## src/rtl/chunk_serializer.sv

```systemverilog
// Word-to-chunk serializer: splits each Nin-bit input word into D Nout-bit chunks.
// Double-buffered (active word A + pending word P) so words stream without bubbles.
module chunk_serializer #(
    parameter int Nin       = 13,
    parameter int Nout      = 4,
    parameter bit MSB_FIRST = 1'b0
) (
    input  logic            clk,
    input  logic            reset,
    input  logic            in_v,
    output logic            in_a,
    input  logic [Nin-1:0]  in_d,
    output logic            out_v,
    input  logic            out_a,
    output logic [Nout-1:0] out_d
);

    localparam int D  = (Nin + Nout - 1) / Nout;
    localparam int IW = (D > 1) ? $clog2(D) : 1;
    localparam int WW = D * Nout;
    localparam logic [IW-1:0] LAST_IDX = IW'(D - 1);

    logic [Nin-1:0] a_r;
    logic [Nin-1:0] p_r;
    logic           a_full_r;
    logic           p_full_r;
    logic [IW-1:0]  idx_r;

    logic [Nin-1:0] a_nxt_s;
    logic [Nin-1:0] p_nxt_s;
    logic           a_full_nxt_s;
    logic           p_full_nxt_s;
    logic [IW-1:0]  idx_nxt_s;
    logic           accept_s;
    logic           ack_s;
    logic           last_s;

    // Zero-extend the word and pick the chunk addressed by idx in the configured order.
    function automatic logic [Nout-1:0] pick_chunk(input logic [Nin-1:0] word,
                                                   input logic [IW-1:0]  idx);
        logic [WW-1:0] ext;
        logic [IW-1:0] sel;
        ext           = '0;
        ext[Nin-1:0]  = word;
        if (MSB_FIRST) begin
            sel = LAST_IDX - idx;
        end else begin
            sel = idx;
        end
        return ext[sel*Nout +: Nout];
    endfunction

    // Acceptance depends only on pending-slot occupancy, never on out_a.
    assign in_a     = in_v & ~p_full_r & ~reset;
    assign accept_s = in_v & in_a;
    assign ack_s    = a_full_r & out_a;
    assign last_s   = (idx_r == LAST_IDX);

    assign out_v = a_full_r;
    assign out_d = a_full_r ? pick_chunk(a_r, idx_r) : {Nout{1'b0}};

    // Next-state: chunk advance / word retire, then input placement into A or P.
    always_comb begin
        a_nxt_s      = a_r;
        p_nxt_s      = p_r;
        a_full_nxt_s = a_full_r;
        p_full_nxt_s = p_full_r;
        idx_nxt_s    = idx_r;

        if (ack_s) begin
            if (!last_s) begin
                idx_nxt_s = idx_r + 1'b1;
            end else if (p_full_r) begin
                a_nxt_s      = p_r;
                p_full_nxt_s = 1'b0;
                idx_nxt_s    = '0;
            end else begin
                a_full_nxt_s = 1'b0;
                idx_nxt_s    = '0;
            end
        end else begin
            idx_nxt_s = idx_r;
        end

        // A retiring its last chunk this cycle with P empty takes the new word directly.
        if (accept_s) begin
            if (!a_full_r || (ack_s && last_s)) begin
                a_nxt_s      = in_d;
                a_full_nxt_s = 1'b1;
                idx_nxt_s    = '0;
            end else begin
                p_nxt_s      = in_d;
                p_full_nxt_s = 1'b1;
            end
        end else begin
            p_nxt_s = p_nxt_s;
        end
    end

    // State registers with asynchronous active-high reset.
    always_ff @(posedge clk or posedge reset) begin
        if (reset) begin
            a_r      <= '0;
            p_r      <= '0;
            a_full_r <= 1'b0;
            p_full_r <= 1'b0;
            idx_r    <= '0;
        end else begin
            a_r      <= a_nxt_s;
            p_r      <= p_nxt_s;
            a_full_r <= a_full_nxt_s;
            p_full_r <= p_full_nxt_s;
            idx_r    <= idx_nxt_s;
        end
    end

endmodule

```

## config.mk

```make
export PLATFORM = sky130hd
export DESIGN_NAME = chunk_serializer
export DESIGN_NICKNAME = d
export VERILOG_FILES = /design/src/rtl/chunk_serializer.sv
export SDC_FILE = /design/constraint.sdc
export NUM_CORES = 1
export LEC_CHECK = 0
export ABC_CLOCK_PERIOD_IN_PS = 1650
export CAP_MARGIN = 10
export CORE_MARGIN = 10
export CORE_UTILIZATION = 50
export CTS_BUF_LIST = sky130_fd_sc_hd__clkbuf_4 sky130_fd_sc_hd__clkbuf_8
export CTS_CLUSTER_SIZE = 20
export DETAILED_ROUTE_END_ITERATION = 8
export PLACE_DENSITY_LB_ADDON = 0.15
export REMOVE_ABC_BUFFERS = 1
export SLEW_MARGIN = 30
export SYNTH_ARGS = -nofsm -noshare
export SYNTH_HDL_FRONTEND = slang
export SYNTH_SLANG_ARGS = --single-unit
```

## constraint.sdc

```tcl
create_clock -name clk -period 1.65 [get_ports clk]
set_input_delay 0.33 -clock clk [delete_from_list [all_inputs] [get_ports clk]]
set_output_delay 0.33 -clock clk [all_outputs]
set_load 0.03 [all_outputs]
```

==> results of run 1 <==
==> kinds of logic after synthesis <==
family,synth area share
fa+ha+maj,0.0164
flops,0.491
simple gates,0.0785
buf+inv,0.0229
compound gates,0.0393
mux,0.352
==> layout make-up <==
class,instances,area (um2)
inverter,1,3.75
timing repair buffer,46,452
fill,200,823
clock inverter,1,5.00
multi-input combinational,74,866
sequential,30,753
tap,33,41.3
clock buffer,7,58.8
==> registers in the layout, indices dropped and copies added (netlist names) <==
| signal | cells |
|---|---|
| a_r | 13 |
| out_v | 1 |
| idx_r | 2 |
| p_r | 13 |
| p_full_r | 1 |
==> synth_stat cells <==
cell	n
and2_1	4
clkbuf_1	2
nand3b_1	3
nand3_2	1
a21boi_0	1
mux2_2	27
mux2_4	10
ha_1	2
a31oi_1	1
buf_6	1
mux2_1	2
nor2_1	2
a21bo_4	1
buf_4	1
nor3b_4	1
inv_1	1
mux4_2	1
nand3_1	1
nand2_1	5
nand4_2	1
dfrtp_1	30
buf_2	1
a21oi_1	2
mux2i_1	4
o21ai_0	4
==> through the flow <==
step | TNS (ns) | cell area (um2)
detailed placement | -5.40 | 1840
global route | -3.44 | 2180
floorplan | -2.43 | 1500
global placement | -4.36 | 1840
CTS | -1.19 | 2040
finish | -2.56 | 2180
==> worst max path at each step <==
stage                          end  slack (ns)  cells past startpoint
after detailed placement  out_d[0]       -0.30                      3
after global placement    out_d[0]       -0.27                      3
final                     out_d[0]       -0.21                      3
after CTS                 out_d[0]       -0.23                      3
after global routing      out_d[0]       -0.29                      3
after floorplan             a_r[5]       -0.19                      3
==> repair_timing <==
| action | CTS | global route |
|---|---|---|
| pin swaps | 2 | 9 |
| hold buffers | 0 | 0 |
| gates resized for setup | 26 | 25 |
| buffers inserted | 9 | 3 |
| endpoints found under the setup margin | 19 | 30 |
| gates cloned | 0 | 2 |
==> power by group through the flow <==
stage	Combinational [W]	Sequential [W]	Clock, W
after floorplan	0.00105	0.00134	0
after global placement	0.00153	0.00131	0
after detailed placement	0.00158	0.00132	0
after CTS	0.00180	0.00132	0.000502
after global routing	0.00219	0.00139	0.000539
final	0.00206	0.00134	0.000490
==> critical path: cells and delay by family (launching register included) <==
| kind | cells | cell delay [ns] |
|---|---|---|
| muxes | 1 | 0.50 |
| DFF | 1 | 0.42 |
| buffers and inverters | 1 | 0.13 |
| and+or+nand+nor | 1 | 0.15 |
==> metal layers <==
metal | GRT usage | vias up
li1 | - | 493
met1 | 0.144 | 526
met2 | 0.200 | 19
met3 | 0.0443 | 7
met4 | 0.0557 | 0
met5 | 0 | -
==> results.toml, run 1 <==
[status]
status = "finished, violations left"
violations = "setup timing"

[sta]
tightestPinTransition_ns = 0.372
fin_crit_sh = 1.13
drv_slew = 0
hold_viol_final = 0
timing.hold.ws_ns = 0.512
worst_slack_ns = -0.215
max_clock_freq_mhz = 536
rsz0062_at_grt = "true"
period_needed_ns = 1.86
finalSetupViolCount = 17
skew_ns = 0.0139
max_slew_margin = 0.752

[clock_tree]
insertion_delay_ns = 0.34
cts-buffers-inserted = 5
cts.path.max_buffers = 2
cts_tree = "built"
cts.htree.levels = 2
clk_pin_slew_ns = 0.11
cts_num_sinks = 30
root_buffer = "clkbuf_4"

[min_path]
hold_class = "flop to flop"
worstHoldStart = "p_r[3]"
min_to = "p_r[3]"
whs_path_depth = 1

[final_layout]
stdcell_count = 192
drive_gt1_frac = 0.560
layout_common_cells = "dfrtp_1, mux2_4, clkdlybuf4s50_1"
antennaDiodeCount = 0
layout_commonest_cell = "dfrtp_1"
syn_to_final_growth_pct = 42.4
final_core_util = 0.726
final_nets = 177

[critical_path]
path_cells = "mux4_2 -> and2_4 -> buf_6"
crit_slowest_cell = "mux4_2"
critPathMaxFanout = 3
crit_start = "idx_r[0]"
critPathMaxStageDelay_ns = 0.50
arrival_ns = 1.53
start_kind = "flop"
r2r-end = "a_r[0]"
r2r_setup_slack_ns = -0.16
crit_type = "flop to output port"
rr_worst_depth = 7
cp.required_ns = 1.32
reg2reg_from = "idx_r[0]"
end_kind = "output port"

[route]
met2_length_um = 1640
drc = 0
drt_iter0_drc = 47
drt-met1-wl_um = 1570
routedWlPerCell_um = 17.7
antenna_left = 0
top_layer_used = "met4"
vias = 1045
firstDrtPassIters = 4
routed_wirelength_um = 3400
dr_wl_met3_um = 141
via_per_inst = 5.44

[power]
clkPwrFrac = 0.126
power_w = 0.00388
p_int_w = 0.00260
pwr-share-comb = 0.529
p_sw_w = 0.00129
p_per_area_nw_per_um2 = 1780
peakVddDrop_uv = 931
sw_frac_of_total = 0.332
seq_power_share = 0.345
leakage_nw = 1.05

[die]
chipWidth_um = 75.3
dieHeight_um = 75.3
initial_utilization = 0.510
fp.coreArea_um2 = 3000
die_area_um2 = 5670
fp-row-count = 20
io_pins = 23

[global_route]
antenna_found_initial = 0
grt_pass1_wl_um = 5310
grt_max_degree = 31
grt_pass1_vias = 1132
overflow = 0
grtUsageTotal = 0.124

[logic_synthesis]
synthTopCellsByArea = "dfrtp_1, mux2_2, mux2_4"
synth_top_area_frac = 0.491
syn_inst = 109
synth.avg_cell_area_um2 = 14.0
synth_area_leader_cell = "dfrtp_1"
yosysWarnings = 0
ys_ff_latch = 30
synthesis.area_um2 = 1530
synth.distinct_cells = 25
ys_seq_area_frac = 0.491

[placed_design]
place_ws_ns = -0.302
dp.cells = 171
gp_congestion = 0.725
io_buffers = 22
dpl.hpwl_um = 2130

[job]
drv_cap = 0
No activity file was read; power rests on OpenSTA's default activity.
==> run 2: changes to the inputs <==
--- a/config.mk
+++ b/config.mk
@@ -8,10 +8,11 @@
 export ABC_CLOCK_PERIOD_IN_PS = 1650
 export CAP_MARGIN = 10
 export CORE_MARGIN = 10
-export CORE_UTILIZATION = 50
+export CORE_UTILIZATION = 40
 export CTS_BUF_LIST = sky130_fd_sc_hd__clkbuf_4 sky130_fd_sc_hd__clkbuf_8
 export CTS_CLUSTER_SIZE = 20
 export DETAILED_ROUTE_END_ITERATION = 8
+export MAX_ROUTING_LAYER = met4
 export PLACE_DENSITY_LB_ADDON = 0.15
 export REMOVE_ABC_BUFFERS = 1
 export SLEW_MARGIN = 30
==> run 2 against run 1 <==
Net effect: the flow still finishes with violations (setup timing); setup slack improved by 0.064 ns; final cell count rose by 4.7%; clock skew fell by 0.0074 ns; clock-buffer cell count did not move; first-iteration DRC count fell by 40%; non-clock buffer count fell by 5; sequential share of layout area barely moved.
==> results.toml, run 2 (synthesis gave the netlist of run 1 again) <==
[status]
status = "finished, violations left"
violations = "setup timing"

[clock_tree]
cts.path.max_buffers = 2
ctsHoldBuffers = 0
clk_pin_slew_ns = 0.07
cts_num_sinks = 30
cts_tree = "built"
insertion_delay_ns = 0.28
root_buffer = "clkbuf_8"
cts-buffers-inserted = 5
cts.htree.levels = 2

[sta]
timing.hold.ws_ns = 0.310
drv_slew = 0
worst_slack_ns = -0.151
fin_crit_sh = 1.09
skew_ns = 0.00650
tightestPinTransition_ns = 0.389
rsz0062_at_grt = "true"
finalSetupViolCount = 17
max_slew_margin = 0.740
hold_viol_final = 0
max_clock_freq_mhz = 555
period_needed_ns = 1.80

[power]
peakVddDrop_uv = 906
leakage_nw = 1.04
p_per_area_nw_per_um2 = 1800

[placed_design]
dpl.hpwl_um = 2190
io_buffers = 22
gp_congestion = 0.687

[route]
routed_wirelength_um = 3280
drc = 0
vias = 992
antenna_left = 0
drt_iter0_drc = 28
firstDrtPassIters = 2
via_per_inst = 4.94
routedWlPerCell_um = 16.3

[final_layout]
final_nets = 171
drive_gt1_frac = 0.536
final_core_util = 0.591
syn_to_final_growth_pct = 42.5
fillers = 318
antennaDiodeCount = 0
top_regs = "a_r x13, p_r x13, idx_r x2"
layout_commonest_cell = "dfrtp_1"
layout_common_cells = "dfrtp_1, mux2_4, mux2_2, clkdlybuf4s50_1, buf_4"

[critical_path]
path_cells = "mux4_2 -> and2_4 -> buf_6"
critPathMaxStageDelay_ns = 0.50
arrival_ns = 1.47
crit_slowest_cell = "mux4_2"
rr_worst_depth = 6
start_kind = "flop"
critical_path_depth = 3
critPathMaxFanout = 3
crit_family = "multiplexers"
crit_type = "flop to output port"
cp.buffers_inverters = 1
end_kind = "output port"
cp.required_ns = 1.32

[global_route]
antenna_found_initial = 0
overflow = 0
grt_max_degree = 31
grt_pass1_wl_um = 5020
grtUsageTotal = 0.101
grt_pass1_vias = 1051

[die]
io_pins = 23
dieHeight_um = 81.9
initial_utilization = 0.415
fp-row-count = 22
chipWidth_um = 81.9
die_area_um2 = 6700
fp.coreArea_um2 = 3690

[min_path]
hold_class = "input pin to asynchronous set/reset pin"

[job]
drv_cap = 0
-- run 2: cell count changes in the layout (fill, tap and decap cells not counted), sizes merged --
cell / previous run / this run
buf: 30 / 25
clkdlybuf4s50: 16 / 14
a21bo: 2 / 1
dlygate4sd2: 0 / 1
dlymetal6s2s: 0 / 1
-- run 2: routing by layer --
layer  share of wire  global-route usage  vias to the layer above
met1            0.47               0.117                      494
met5               0                   -                        -
met3           0.049              0.0469                        5
met4           0.012              0.0357                        0
li1                -                   -                      476
met2            0.47               0.151                       17
-- run 2: power by group --
group          total (W)  leakage, nW  internal (W)  switching, W
logic            0.00196        0.635       0.00121      0.000751
registers        0.00134        0.358       0.00111      0.000231
clock network   0.000623       0.0517      0.000352      0.000271
-- run 2: worst paths after layout --
path | startpoint | to | slack [ns]
worst max-delay path | idx_r[0] | out_d[0] | -0.15
worst min-delay path | reset | p_full_r | 0.31
worst max register to register | idx_r[0] | a_r[0] | -0.04
worst min register to register | p_r[12] | p_r[12] | 0.51
max in group asynchronous | reset | idx_r[0] | 1.04
min in group clk | p_r[12] | p_r[12] | 0.51
-- run 2: final cells by class --
cell class	count	area (um2)	area share
multi-input combinational	73	833	0.382
clock inverter	1	5.00	0.00229
inverter	1	3.75	0.00172
timing repair buffer	41	435	0.200
sequential	30	753	0.345
tap	48	60.1	0.0275
clock buffer	7	90.1	0.0413
-- run 2: what timing repair did --
item | in CTS | in global routing
resized for setup | 20 | 28
pin swaps | 3 | 7
gates cloned | 0 | 1
buffers inserted | 1 | 4
endpoints found under the setup margin | 20 | 19
-- run 2: stage by stage --
stage	worst slack, ns	instances	setup TNS, ns	area (um2)	power, W
2_1_floorplan	-0.190	104	-2.43	1500	0.00239
3_3_place_gp	-0.274	187	-4.91	1890	0.00289
3_5_place_dp	-0.293	187	-5.66	1890	0.00295
4_1_cts	-0.145	196	-1.34	2030	0.00368
5_1_grt	-0.200	201	-1.65	2180	0.00418
6_report	-0.151	201	-0.800	2180	0.00393
-- run 2: tightest hold or removal path, delay by kind of cell --
family / cells / cell delay [ns]
buf+inv: 3 / 0.67
